`config.mk`:
```
export PLATFORM = sky130hd
export DESIGN_NAME = mem_arbiter
export DESIGN_NICKNAME = d
export VERILOG_FILES = /design/src/rtl/mem_arbiter.sv
export SDC_FILE = /design/constraint.sdc
export NUM_CORES = 1
export LEC_CHECK = 0
export CAP_MARGIN = 40
export CORE_ASPECT_RATIO = 0.9
export CORE_MARGIN = 4
export CORE_UTILIZATION = 38
export DETAILED_ROUTE_END_ITERATION = 6
export PLACE_DENSITY = 0.75
export SLEW_MARGIN = 20
export SYNTH_ARGS = -nofsm -noshare
export SYNTH_HDL_FRONTEND = slang
export SYNTH_SLANG_ARGS = --single-unit
```
`constraint.sdc`:
```
create_clock -name clk -period 6.8 [get_ports clk]
set_clock_uncertainty 0.05 [all_clocks]
set_input_delay 1.7 -clock clk [delete_from_list [all_inputs] [get_ports clk]]
set_output_delay 1.7 -clock clk [all_outputs]
set_load 0.01 [all_outputs]
```
`src/rtl/mem_arbiter.sv`:
```
// mem_arbiter: shares one single-port memory between instruction fetch and
// the MEM-stage load/store path. Data wins by default; a streak counter
// forces fetch in after MAX_DATA_STREAK consecutive data grants while fetch
// waits. A kill suppresses the fetch response but lets the access finish.
module mem_arbiter #(
   parameter int unsigned MAX_DATA_STREAK = 4
) (
   input  logic        clk,
   input  logic        rst,
   input  logic        fetch_req,
   input  logic [31:0] fetch_addr,
   input  logic        kill,
   output logic [31:0] fetch_data,
   output logic        fetch_data_valid,
   input  logic        dmem_req,
   input  logic        dmem_we,
   input  logic [31:0] dmem_addr,
   input  logic [31:0] dmem_wdata,
   input  logic [3:0]  dmem_wmask,
   output logic [31:0] dmem_rdata,
   output logic        dmem_done,
   output logic        mem_req,
   output logic        mem_we,
   output logic [31:0] mem_addr,
   output logic [31:0] mem_wdata,
   output logic [3:0]  mem_wmask,
   input  logic [31:0] mem_rdata,
   input  logic        mem_ack,
   output logic        busy
);

   localparam logic [1:0] IDLE  = 2'd0;
   localparam logic [1:0] FETCH = 2'd1;
   localparam logic [1:0] DATA  = 2'd2;
   localparam logic [1:0] RESP  = 2'd3;

   localparam logic [3:0] STREAK_MAX = 4'(MAX_DATA_STREAK);

   logic [1:0] state;
   logic [3:0] streak;
   logic       killed;
   logic       eff_fetch;
   logic       grant_fetch;
   logic       grant_data;

   assign eff_fetch = fetch_req & ~kill;

   // IDLE grant decision: data first unless fetch has waited out the streak
   always_comb begin
      grant_fetch = 1'b0;
      grant_data  = 1'b0;
      if (state == IDLE) begin
         if (dmem_req && eff_fetch && (streak == STREAK_MAX)) begin
            grant_fetch = 1'b1;
         end else if (dmem_req) begin
            grant_data = 1'b1;
         end else if (eff_fetch) begin
            grant_fetch = 1'b1;
         end
      end
   end

   // Arbiter FSM with registered memory-side and requester-side outputs
   always_ff @(posedge clk or posedge rst) begin
      if (rst) begin
         state            <= IDLE;
         streak           <= '0;
         killed           <= 1'b0;
         mem_req          <= 1'b0;
         mem_we           <= 1'b0;
         mem_addr         <= '0;
         mem_wdata        <= '0;
         mem_wmask        <= '0;
         fetch_data       <= '0;
         fetch_data_valid <= 1'b0;
         dmem_rdata       <= '0;
         dmem_done        <= 1'b0;
         busy             <= 1'b0;
      end else begin
         fetch_data_valid <= 1'b0;
         dmem_done        <= 1'b0;
         case (state)
            IDLE: begin
               if (grant_fetch) begin
                  state     <= FETCH;
                  streak    <= '0;
                  mem_req   <= 1'b1;
                  mem_we    <= 1'b0;
                  mem_addr  <= fetch_addr;
                  mem_wdata <= '0;
                  mem_wmask <= '0;
                  busy      <= 1'b1;
               end else if (grant_data) begin
                  state     <= DATA;
                  // a data grant with fetch waiting never happens at the cap
                  streak    <= eff_fetch ? streak + 4'd1 : '0;
                  mem_req   <= 1'b1;
                  mem_we    <= dmem_we;
                  mem_addr  <= dmem_addr;
                  mem_wdata <= dmem_wdata;
                  mem_wmask <= dmem_wmask;
                  busy      <= 1'b1;
               end else begin
                  streak <= '0;
               end
            end
            FETCH: begin
               if (kill) begin
                  killed <= 1'b1;
               end
               if (mem_ack) begin
                  mem_req          <= 1'b0;
                  fetch_data       <= mem_rdata;
                  fetch_data_valid <= ~(killed | kill);
                  state            <= RESP;
               end
            end
            DATA: begin
               if (mem_ack) begin
                  mem_req   <= 1'b0;
                  if (!mem_we) begin
                     dmem_rdata <= mem_rdata;
                  end
                  dmem_done <= 1'b1;
                  state     <= RESP;
               end
            end
            RESP: begin
               state  <= IDLE;
               busy   <= 1'b0;
               killed <= 1'b0;
            end
            default: begin
               state <= IDLE;
            end
         endcase
      end
   end

endmodule

```
# After elaboration in Yosys (flattened, before gate mapping)

Index checks and enable logic that the tools add are counted.

Reductions and logical operators: 15
Add/subtract/negate cells: 1
Div/mod/pow operators: 0
Mux-type cells: 33
Shift-type cells: 0
Bitwise gates (word level): 5
Multipliers: 0
Eq/ne operators: 7
Magnitude comparators: 0

Operator list:

| cell                                                | count |
|---|---|
| 2-to-1 mux 32 bit                                   | 4 |
| 2-to-1 mux 4 bit                                    | 5 |
| 2-to-1 mux 1 bit                                    | 17 |
| AND reduction 2 bit                                 | 5 |
| nonzero test 2 bit                                  | 4 |
| 2-to-1 mux 2 bit                                    | 3 |
| case mux 1 bit (2 select lines)                     | 3 |
| case mux 2 bit (3 select lines)                     | 1 |
| AND reduction 3 bit                                 | 2 |
| adder 4 x 1 -> 4 bit, second input constant         | 1 |
| equality test 2 bit, second input constant          | 2 |
| equality test 4 x 3 -> 1 bit, second input constant | 1 |
| != test 3 bit, second input constant                | 1 |
| NOT 1 bit                                           | 3 |
| equality test 2 x 1 -> 1 bit, second input constant | 1 |
| logical AND 1 bit                                   | 2 |
| zero test 2 bit                                     | 1 |
| != test 2 x 1 -> 1 bit, second input constant       | 1 |
| != test 2 bit, second input constant                | 1 |
| OR reduction 2 bit                                  | 1 |
| AND 1 bit                                           | 1 |
| bitwise OR 1 bit                                    | 1 |

ROM bits: 0
Bits in latches: 0
Output and inout port bits: 137
Bits in writable memories: 0
Bits in registers: 144
Memories kept: 0

# Longest topological paths before layout

Gate-level depths: netlist of the first run.

Depth after elaboration: 9
Mapped depth: 8

# Least setup slack after synthesis of the first run

No wires, ideal clock.

Path type: in2reg
Start: in mem_ack
End: reg dmem_rdata[0]
Setup time: 128 ps
Required time: 6622 ps
Stages on the path: 5
Arrival time: 2602 ps
Buffers on the path: 2
Setup slack: 4020 ps
Cells stage by stage: and2_1 -> nand2b_1 -> clkbuf_1 -> buf_2 -> mux2_1

Longest elaborated chain between the ends: 1

RTL lines:

| what                          | line | text |
|---|---|---|
| start, declared               | 28   | `input logic mem_ack,` |
| AND reduction 3 bit (no line) | n/a  |  |
| end signal, assigned          | 122  | `dmem_rdata <= mem_rdata;` |
| end, declared                 | 20   | `output logic [31:0] dmem_rdata,` |

Every way passes these cells.
A chain may end at the register's enable or synchronous reset.

# Final worst setup path of the first run

Start: in dmem_req
End: reg mem_addr[4]

Longest elaborated chain between the ends: 6
Elaborated cells on any way between the ends: 11
Those cells by class: mux: 7; reduce/logical: 4

RTL lines:

| what                            | line | text |
|---|---|---|
| start, declared                 | 15   | `input logic dmem_req,` |
| logical AND 1 bit (2 in series) | 53   | `if (dmem_req && eff_fetch && (streak == STREAK_MAX)) begin` |
| 2-to-1 mux 1 bit                | 53   |  |
| 2-to-1 mux 1 bit                | 52   | `if (state == IDLE) begin` |
| nonzero test 2 bit (no line)    | n/a  |  |
| AND reduction 2 bit (no line)   | n/a  |  |
| end signal, assigned            | 89   | `mem_addr <= fetch_addr;` |
| end signal, assigned            | 99   | `mem_addr <= dmem_addr;` |
| end, declared                   | 24   | `output logic [31:0] mem_addr,` |

Several ways; a longest one is shown, not always the timed one.

==> results of run 1 <==
==> sequential cells by signal, summed over array words and instances, names as in the netlist <==
name	count
mem_wdata	32
killed	1
mem_req	1
streak	4
dmem_rdata	32
mem_wmask	4
dmem_done	1
fetch_data_valid	1
mem_we	1
state	2
fetch_data	32
mem_addr	32
busy	1
==> where the power goes <==
| group | total, W | leakage [nW] | switching [W] | internal [W] |
|---|---|---|---|---|
| sequential | 0.00149 | 1.77 | 0.000230 | 0.00126 |
| combinational | 0.00190 | 1.98 | 0.000764 | 0.00113 |
| clock | 0.000965 | 0.301 | 0.000342 | 0.000623 |
| total | 0.00436 | 4.05 | 0.00134 | 0.00302 |
==> area by class of cell <==
cell class	count	area [um^2]	share of cell area [%]
Sequential cell	144	3603	38.06
Timing Repair Buffer	286	2895	30.58
Multi-Input combinational cell	242	2056	21.71
Clock buffer	22	494.2	5.220
Tap cell	202	252.7	2.669
Clock inverter	8	127.6	1.348
Inverter	9	38.79	0.4097
==> metrics by stage <==
stage	cell area [um^2]	utilization (%)	total power, W	setup WS (ns)
final	9468	61.75	0.004355	3.024
after global routing	9468	61.75	0.004599	2.945
after CTS	9413	61.39	0.004392	2.711
after detailed placement	8791	57.33	0.003400	2.286
after global placement	8763	57.15	0.003317	2.402
after floorplan	5919	-	0.002330	1.184
==> per-layer routing <==
metal  vias to the layer above  wire, um  GRT usage, %
met4                         0       441         8.319
met3                        34      1028         4.523
met2                       198      9249         35.59
met1                      2385      6885         23.66
li1                       2160         -             -
met5                         -         0             0
==> cell families after synthesis <==
| group | count (synthesis) | synth area share (%) |
|---|---|---|
| buf+inv | 47 | 4.439 |
| simple gates | 49 | 4.291 |
| mux | 65 | 12.34 |
| fa+ha+maj | 7 | 1.480 |
| flops | 144 | 60.88 |
| compound gates | 121 | 16.57 |
==> worst max path at each step <==
stage / end / start / cells past startpoint / slack, ns
5_1_grt: mem_addr[4] / dmem_req / 6 / 2.95
4_1_cts: mem_addr[4] / dmem_req / 5 / 2.71
3_3_place_gp: mem_addr[14] / dmem_req / 5 / 2.40
2_1_floorplan: busy / rst / 1 / 1.18
3_5_place_dp: mem_addr[4] / dmem_req / 5 / 2.29
6_report: mem_addr[4] / dmem_req / 6 / 3.02
==> cell usage in the layout, fill, tap and decap left out, types with 2 or more instances in the layout <==
master and n:
clkdlybuf4s50_1 275, dfrtp_1 144, a22o_1 39, mux2_2 34, a21oi_1 33, nand3_1 32
a221o_1 32, mux2_1 30, clkbuf_16 17, buf_4 8, inv_1 7, ha_1 7
clkbuf_8 5, nor2b_1 4, nand2_1 3, bufinv_16 3, buf_16 3, nor3_1 2
inv_6 2, nand2b_1 2, a211oi_1 2, o22ai_1 2, o41ai_1 2, a21o_1 2
nor2_1 2, clkinvlp_4 2
==> flow_summary_export.csv, run 1 <==
group,metric,value,unit
hold_path,hold_start,"dmem_rdata[9]",
hold_path,whs_endpoint,"dmem_rdata[9]",
clock_network,cts_inserted_buffers,17,
sta,slew_viol_final,0,
yosys,synth_ff_type,"dfrtp_1",
hold_path,worstHoldPathType,"register to register",
clock_network,clk_pin_slew,0.05,ns
drt,drt_iter0_drc,266,
sta,setup_tns,0,ns
yosys,netlist_instances,433,
setup_path,rrSetupSlack,4.48,ns
power_and_ir_drop,leakage,4.054,nW
global_routing,grt_pass1_vias,5128,
drt,totalWireLength,17.60,mm
finish,area_growth,59.95,%
sta,post-route-min-period,3.776,ns
clock_network,htree_levels,4,
global_routing,track_usage,20.07,%
yosys,synth.cells.most_frequent,"dfrtp_1 (144), a22o_1 (39), mux2_2 (34), a21oi_1 (33)",
global_routing,grt_pass1_wl,27.92,mm
floorplan,num_rows,43,
sta,post-route-period-util,55.52,%
yosys,synthTopCellsByArea,"dfrtp_1 (61%), mux2_2 (6.5%), a22o_1 (5.8%), mux2_1 (5.7%), a221o_1 (5.4%)",
global_routing,grt_start_max_net_pins,93,
yosys,synth_nets,579,
yosys,synth_top_area_cell,"dfrtp_1",
place,portBuffers,275,
floorplan,core,15330,um^2
drt,drcViolationCount,0,
clock_network,cts.sinks,144,
clock_network,cts_root_buffer,"clkbuf_16",
yosys,async_reset_ff_share,100.0,%
run,cap_viol_max_count,0,
yosys,yosysTopAreaCellShare,60.88,%
power_and_ir_drop,powerDensity,460.0,nW/um^2
finish,final_cells,913,
drt,wl_per_cell,19.28,um
hold_path,holdPathStages,1,
finish,antenna_cells,0,
global_routing,overflow,0,
setup_path,cp.required,7.04,ns
floorplan,start_util,38.60,%
setup_path,r2r_cells,7,
outcome,status,"completed",
setup_path,cp_common_cell,"buf_4",
yosys,yosysSeqAreaShare,60.88,%
place,place_inst,881,
yosys,yosys.cell_count.top_type,"dfrtp_1",
setup_path,cp.buffers_inverters,4,
setup_path,worstPathMaxFanout,39,
drt,vias,4777,
floorplan,die-area,17640,um^2
setup_path,cp-start-kind,"input port",
clock_network,post_cts_resized,0,
setup_path,cp_top_family,"buffers and inverters",
sta,finalSetupViolations,0,
power_and_ir_drop,ir_worst_vdd,271.5,uV
drt,antenna_left,0,
clock_network,cts_tree,"yes",
floorplan,die_height,126.4,um
setup_path,r2r_end,"mem_addr[4]",
setup_path,cp_data_arrival_time,4.01,ns
finish,layout-drive-gt1-share,11.39,%
sta,worst_hold_slack,0.4371,ns
setup_path,critical-path-slowest-cell,"clkdlybuf4s50_1",
global_routing,antenna_found_initial,0,
sta,hold_viol,0,
setup_path,end_kind,"register",
setup_path,worstPathCellList,"clkdlybuf4s50_1, buf_4, o21ai_4, buf_16, buf_4, a221o_1",
yosys,syn_area,5919,um^2
clock_network,clk_latency,0.41,ns
clock_network,post_cts_buffers,0,
finish,nFillCells,1191,
floorplan,die_w,139.6,um
yosys,synth_edf_count,0,
drt,viasPerCell,5.232,
sta,fmax,0.2649,GHz
finish,fin_nets,846,
place,place_congestion,0.7981,
setup_path,max_stage_delay,0.94,ns
yosys,syn_area_per_cell,13.67,um^2
clock_network,holdBufCountCts,0,
drt,drt-pass1-iter-count,4,
yosys,ys_types,36,
place,dpl.hpwl,12.64,mm
sta,maxSlewHeadroom,51.08,%
sta,tightest_slew,0.7315,ns
yosys,yosysWarnings,0,
sta,rsz0062_at_grt,"no",
clock_network,cts_buffer_depth,2,
yosys,ys_ff_latch,144,
setup_path,worstSetupPathType,"input port to register",
floorplan,io_pins,276,
setup_path,r2r_start,"state[0]",
No activity file was read; power rests on OpenSTA's default activity.
==> run 2: changes to the inputs <==
- clock period: 6.8 -> 3.7 ns (I/O delays scaled with it)
==> run 2 against run 1 <==
Sequential share of layout area rose by 0.24 points. Core utilization decreased by 0.39 points. Critical endpoint is now mem_addr[10]. Sequential power grew 84%. Worst setup slack got worse by 2.1 ns. Wire length fell by 2.3%. Global-route usage fell by 0.55 points. Final cell count is 0.44% higher. Flip-flop and latch count stayed put. Count of clock-buffer cells in the layout is 4 lower. Clock power is 72% higher. Non-clock buffer count is 2 higher.
==> flow_summary_export.csv, run 2 (synthesized netlist as in run 1, its figures left out) <==
group,metric,value,unit
power_and_ir_drop,swShare,32.00,%
sta,setup_tns,0,ns
drt,drt-pass1-iter-count,4,
power_and_ir_drop,powerDensity,835.1,nW/um^2
floorplan,core,15330,um^2
clock_network,htree_levels,4,
drt,wl_per_cell,18.76,um
place,place_congestion,0.8201,
outcome,status,"completed",
setup_path,end_kind,"register",
drt,met2WireLength,8.768,mm
clock_network,clk_latency,0.41,ns
drt,drt_iter0_drc,218,
setup_path,cp-start-kind,"input port",
global_routing,track_usage,19.52,%
clock_network,post_cts_buffers,0,
finish,fin_nets,848,
power_and_ir_drop,ir_worst_vdd,345.1,uV
power_and_ir_drop,seq_power_share,34.9,%
sta,hold_viol,0,
clock_network,cts_buffer_depth,2,
sta,worst_hold_slack,0.4223,ns
global_routing,grt_pass1_vias,5147,
run,cap_viol_max_count,0,
sta,slew_viol_final,0,
finish,antenna_cells,0,
global_routing,grt_start_max_net_pins,45,
sta,tightest_slew,0.7869,ns
finish,mostFrequentLayoutCell,"clkdlybuf4s50_1",
drt,totalWireLength,17.20,mm
floorplan,num_rows,43,
clock_network,clk_pin_slew,0.06,ns
sta,post-route-period-util,73.68,%
drt,wl_met1,6.868,mm
sta,finalSetupViolations,0,
drt,drcViolationCount,0,
power_and_ir_drop,leakage,4.019,nW
clock_network,holdBufCountCts,0,
power_and_ir_drop,power_frac_clock,21.1,%
drt,antenna_left,0,
drt,vias,4751,
power_and_ir_drop,power_switching,0.002514,W
setup_path,cp.required,4.00,ns
place,portBuffers,275,
setup_path,cp_data_arrival_time,3.02,ns
clock_network,post_cts_resized,0,
setup_path,worstPathMaxFanout,35,
sta,post-route-min-period,2.726,ns
drt,wl_met3,1.241,mm
finish,mostFrequentLayoutCells,"clkdlybuf4s50_1 (275), dfrtp_1 (144), a22o_1 (39)",
clock_network,cts_inserted_buffers,17,
power_and_ir_drop,p_total,0.007857,W
floorplan,die-area,17640,um^2
power_and_ir_drop,combPwrFrac,44.0,%
floorplan,io_pins,276,
global_routing,grt_pass1_wl,27.58,mm
clock_network,cts_tree,"yes",
floorplan,die_w,139.6,um
hold_path,worstHoldPathType,"register to register",
clock_network,cts_root_buffer,"clkbuf_16",
sta,rsz0062_at_grt,"no",
finish,area_growth,58.93,%
place,dpl.hpwl,12.57,mm
floorplan,start_util,38.60,%
drt,viasPerCell,5.181,
floorplan,die_height,126.4,um
clock_network,cts.sinks,144,
sta,maxSlewHeadroom,47.54,%
finish,layout-drive-gt1-share,11.75,%
setup_path,worstSetupPathType,"input port to register",
global_routing,antenna_found_initial,0,
drt,maxUsedRoutingLayer,"met4",
global_routing,overflow,0,
sta,fmax,0.3668,GHz
power_and_ir_drop,p_int,0.005342,W
run 2: worst paths after layout:
kind                       slack, ns  startpoint               end  depth (start not counted)
min in group asynchronous       0.83         rst      mem_wdata[3]                          2
hold reg to reg                 0.42      killed  fetch_data_valid                          1
max in group asynchronous       2.05         rst     fetch_data[3]                          3
hold / removal                  0.42      killed  fetch_data_valid                          1
setup reg to reg                1.23    state[0]     mem_wdata[10]                          6
setup / recovery                0.97        kill      mem_addr[10]                          5
run 2: area by class of cell:
class | count | area, um^2
clock buffers | 18 | 429.2
clock inverters | 14 | 146.4
flip-flops and latches | 144 | 3603
multi-input cells | 242 | 2056
well taps | 202 | 252.7
repair buffers | 288 | 2883
inverters | 9 | 37.54
fillers | 1203 | 5926
run 2: metal layers:
metal / GRT usage (%) / vias up
met5: 0 / -
met4: 6.610 / 0
met3: 5.692 / 25
met2: 33.17 / 211
met1: 24.03 / 2348
li1: - / 2167
run 2: power groups by stage:
| stage | clock (W) | combinational (W) | sequential [W] |
|---|---|---|---|
| finish | 0.00166 | 0.00346 | 0.00274 |
| global route | 0.00177 | 0.00369 | 0.00283 |
| CTS | 0.00170 | 0.00351 | 0.00274 |
| detailed placement | 0 | 0.00350 | 0.00275 |
| global placement | 0 | 0.00337 | 0.00273 |
| floorplan | 0 | 0.00125 | 0.00304 |
run 2: stage by stage:
stage	setup WS (ns)	utilization (%)	cell area, um^2	instances
global route	0.8333	61.35	9408	917
global placement	0.6062	57.42	8805	884
floorplan	0.9200	-	5923	433
finish	0.9738	61.35	9408	917
CTS	0.9808	61.35	9408	917
detailed placement	0.5592	57.60	8832	885
run 2: critical path, stage by stage:
cell and delay (ns):
clkdlybuf4s50_1 0.49, nor2b_2 0.24, buf_4 0.39, o211a_2 0.70
a221o_1 0.27
==> run 3: changes to the inputs <==
- clock period: 3.7 -> 2.7 ns (I/O delays scaled with it)
==> run 3 against run 2 <==
Via count rose by 1.5%. Sequential share of layout area fell by 0.13 points. Critical path depth unchanged. Worst hold slack improved by 0.016 ns. Non-clock buffer count rose by 1. Worst setup slack worse by 0.53 ns. Final cell count did not move. Wire length up 1.2%. Register-to-register slack lost 0.78 ns. Critical path type unchanged. Largest cell class unchanged. Largest power group unchanged. Highest routed layer unchanged.
==> flow_summary_export.csv, run 3 (synthesized netlist as in run 1, its figures left out) <==
group,metric,value,unit
setup_path,rrSetupSlack,0.45,ns
global_routing,track_usage,19.67,%
finish,utilization,61.57,%
setup_path,worstSetupPathType,"input port to register",
setup_path,max_stage_delay,0.63,ns
clock_network,htree_levels,4,
floorplan,start_util,38.60,%
sta,setup_slack,0.4402,ns
drt,wl_met3,1.278,mm
floorplan,die_w,139.6,um
setup_path,worstPathMaxFanout,32,
place,dpl.hpwl,12.77,mm
drt,drt_iter0_drc,239,
floorplan,io_pins,276,
setup_path,end_kind,"register",
clock_network,cts_root_buffer,"clkbuf_16",
floorplan,num_rows,43,
sta,tightest_slew,0.6936,ns
global_routing,grt_pass1_wl,27.68,mm
sta,worst_hold_slack,0.4384,ns
power_and_ir_drop,powerDensity,1139,nW/um^2
sta,maxSlewHeadroom,53.76,%
finish,mostFrequentLayoutCell,"clkdlybuf4s50_1",
setup_path,cp.buffers_inverters,2,
setup_path,cp-start-kind,"input port",
place,pre_cts_slack,0.04447,ns
finish,fin_nets,849,
place,dpl_cell_area,8877,um^2
setup_path,cp.required,2.99,ns
floorplan,core,15330,um^2
finish,layout-drive-gt1-share,11.75,%
sta,rsz0062_at_grt,"no",
hold_path,worstHoldPathType,"register to register",
drt,maxUsedRoutingLayer,"met4",
drt,met2WireLength,8.771,mm
clock_network,post_cts_resized,0,
finish,antenna_cells,0,
drt,totalWireLength,17.40,mm
sta,post-route-period-util,83.70,%
sta,slew_viol_final,0,
outcome,status,"completed",
drt,drcViolationCount,0,
clock_network,cts_inserted_buffers,17,
clock_network,clk_pin_slew,0.06,ns
finish,mostFrequentLayoutCells,"clkdlybuf4s50_1 (275), dfrtp_1 (144), a22o_1 (39)",
floorplan,die-area,17640,um^2
finish,stdcell_area,9440,um^2
sta,setup_tns,0,ns
sta,post-route-min-period,2.260,ns
drt,drt-pass1-iter-count,4,
sta,hold_viol,0,
setup_path,cp_top_family,"compound AO/OA/AOI/OAI gates",
setup_path,setup.worst_path.start,"kill",
drt,vias,4823,
sta,fmax,0.4425,GHz
finish,area_growth,59.48,%
drt,antenna_left,0,
clock_network,holdBufCountCts,0,
sta,finalSetupViolations,0,
clock_network,post_cts_buffers,0,
global_routing,grt_pass1_vias,5135,
place,place_congestion,0.8348,
global_routing,grt_start_max_net_pins,69,
hold_path,hold_start,"dmem_rdata[26]",
drt,viasPerCell,5.260,
clock_network,cts_buffer_depth,2,
run,cap_viol_max_count,0,
clock_network,cts.sinks,144,
global_routing,overflow,0,
setup_path,r2r_start,"state[0]",
drt,wl_met1,6.797,mm
global_routing,antenna_found_initial,0,
setup_path,critical-path-slowest-cell,"o211a_2",
setup_path,worstPathCellList,"clkdlybuf4s50_1, nor2b_2, buf_4, o211a_2, a221o_1",
power_and_ir_drop,ir_worst_vdd,503.3,uV
floorplan,die_height,126.4,um
clock_network,cts_tree,"yes",
power_and_ir_drop,leakage,4.039,nW
drt,wl_per_cell,18.98,um
clock_network,clk_latency,0.41,ns
place,portBuffers,275,
setup_path,cp_data_arrival_time,2.55,ns
-- run 3: report_power, final --
group	internal [W]	switching, W
logic	0.00286	0.00190
clock network	0.00132	0.000892
registers	0.00318	0.000597
total	0.00736	0.00339
-- run 3: through the flow --
step,cells,total power (W)
after global routing,917,0.01135
final,917,0.01075
after detailed placement,886,0.008606
after floorplan,433,0.005870
after global placement,885,0.008406
after CTS,917,0.01088
-- run 3: worst paths after layout --
kind / to / cells after the start
max: mem_addr[4] / 5
min: dmem_rdata[26] / 1
max reg2reg: mem_addr[4] / 5
min reg2reg: dmem_rdata[26] / 1
max in group asynchronous: dmem_rdata[23] / 3
min in group asynchronous: mem_addr[1] / 2
-- run 3: metal layers --
metal / global-route usage, % / vias to the layer above
met1: 23.38 / 2366
li1: - / 2179
met4: 7.407 / 0
met5: 0 / -
met3: 6.332 / 45
met2: 33.57 / 233
-- run 3: final cells by class --
cell class                      count  area, um^2
Clock buffer                       20       456.7
Sequential cell                   144        3603
Tap cell                          202       252.7
Multi-Input combinational cell    242        2056
Clock inverter                     11       106.4
Inverter                            9       37.54
Fill cell                        1188        5893
Timing Repair Buffer              289        2928
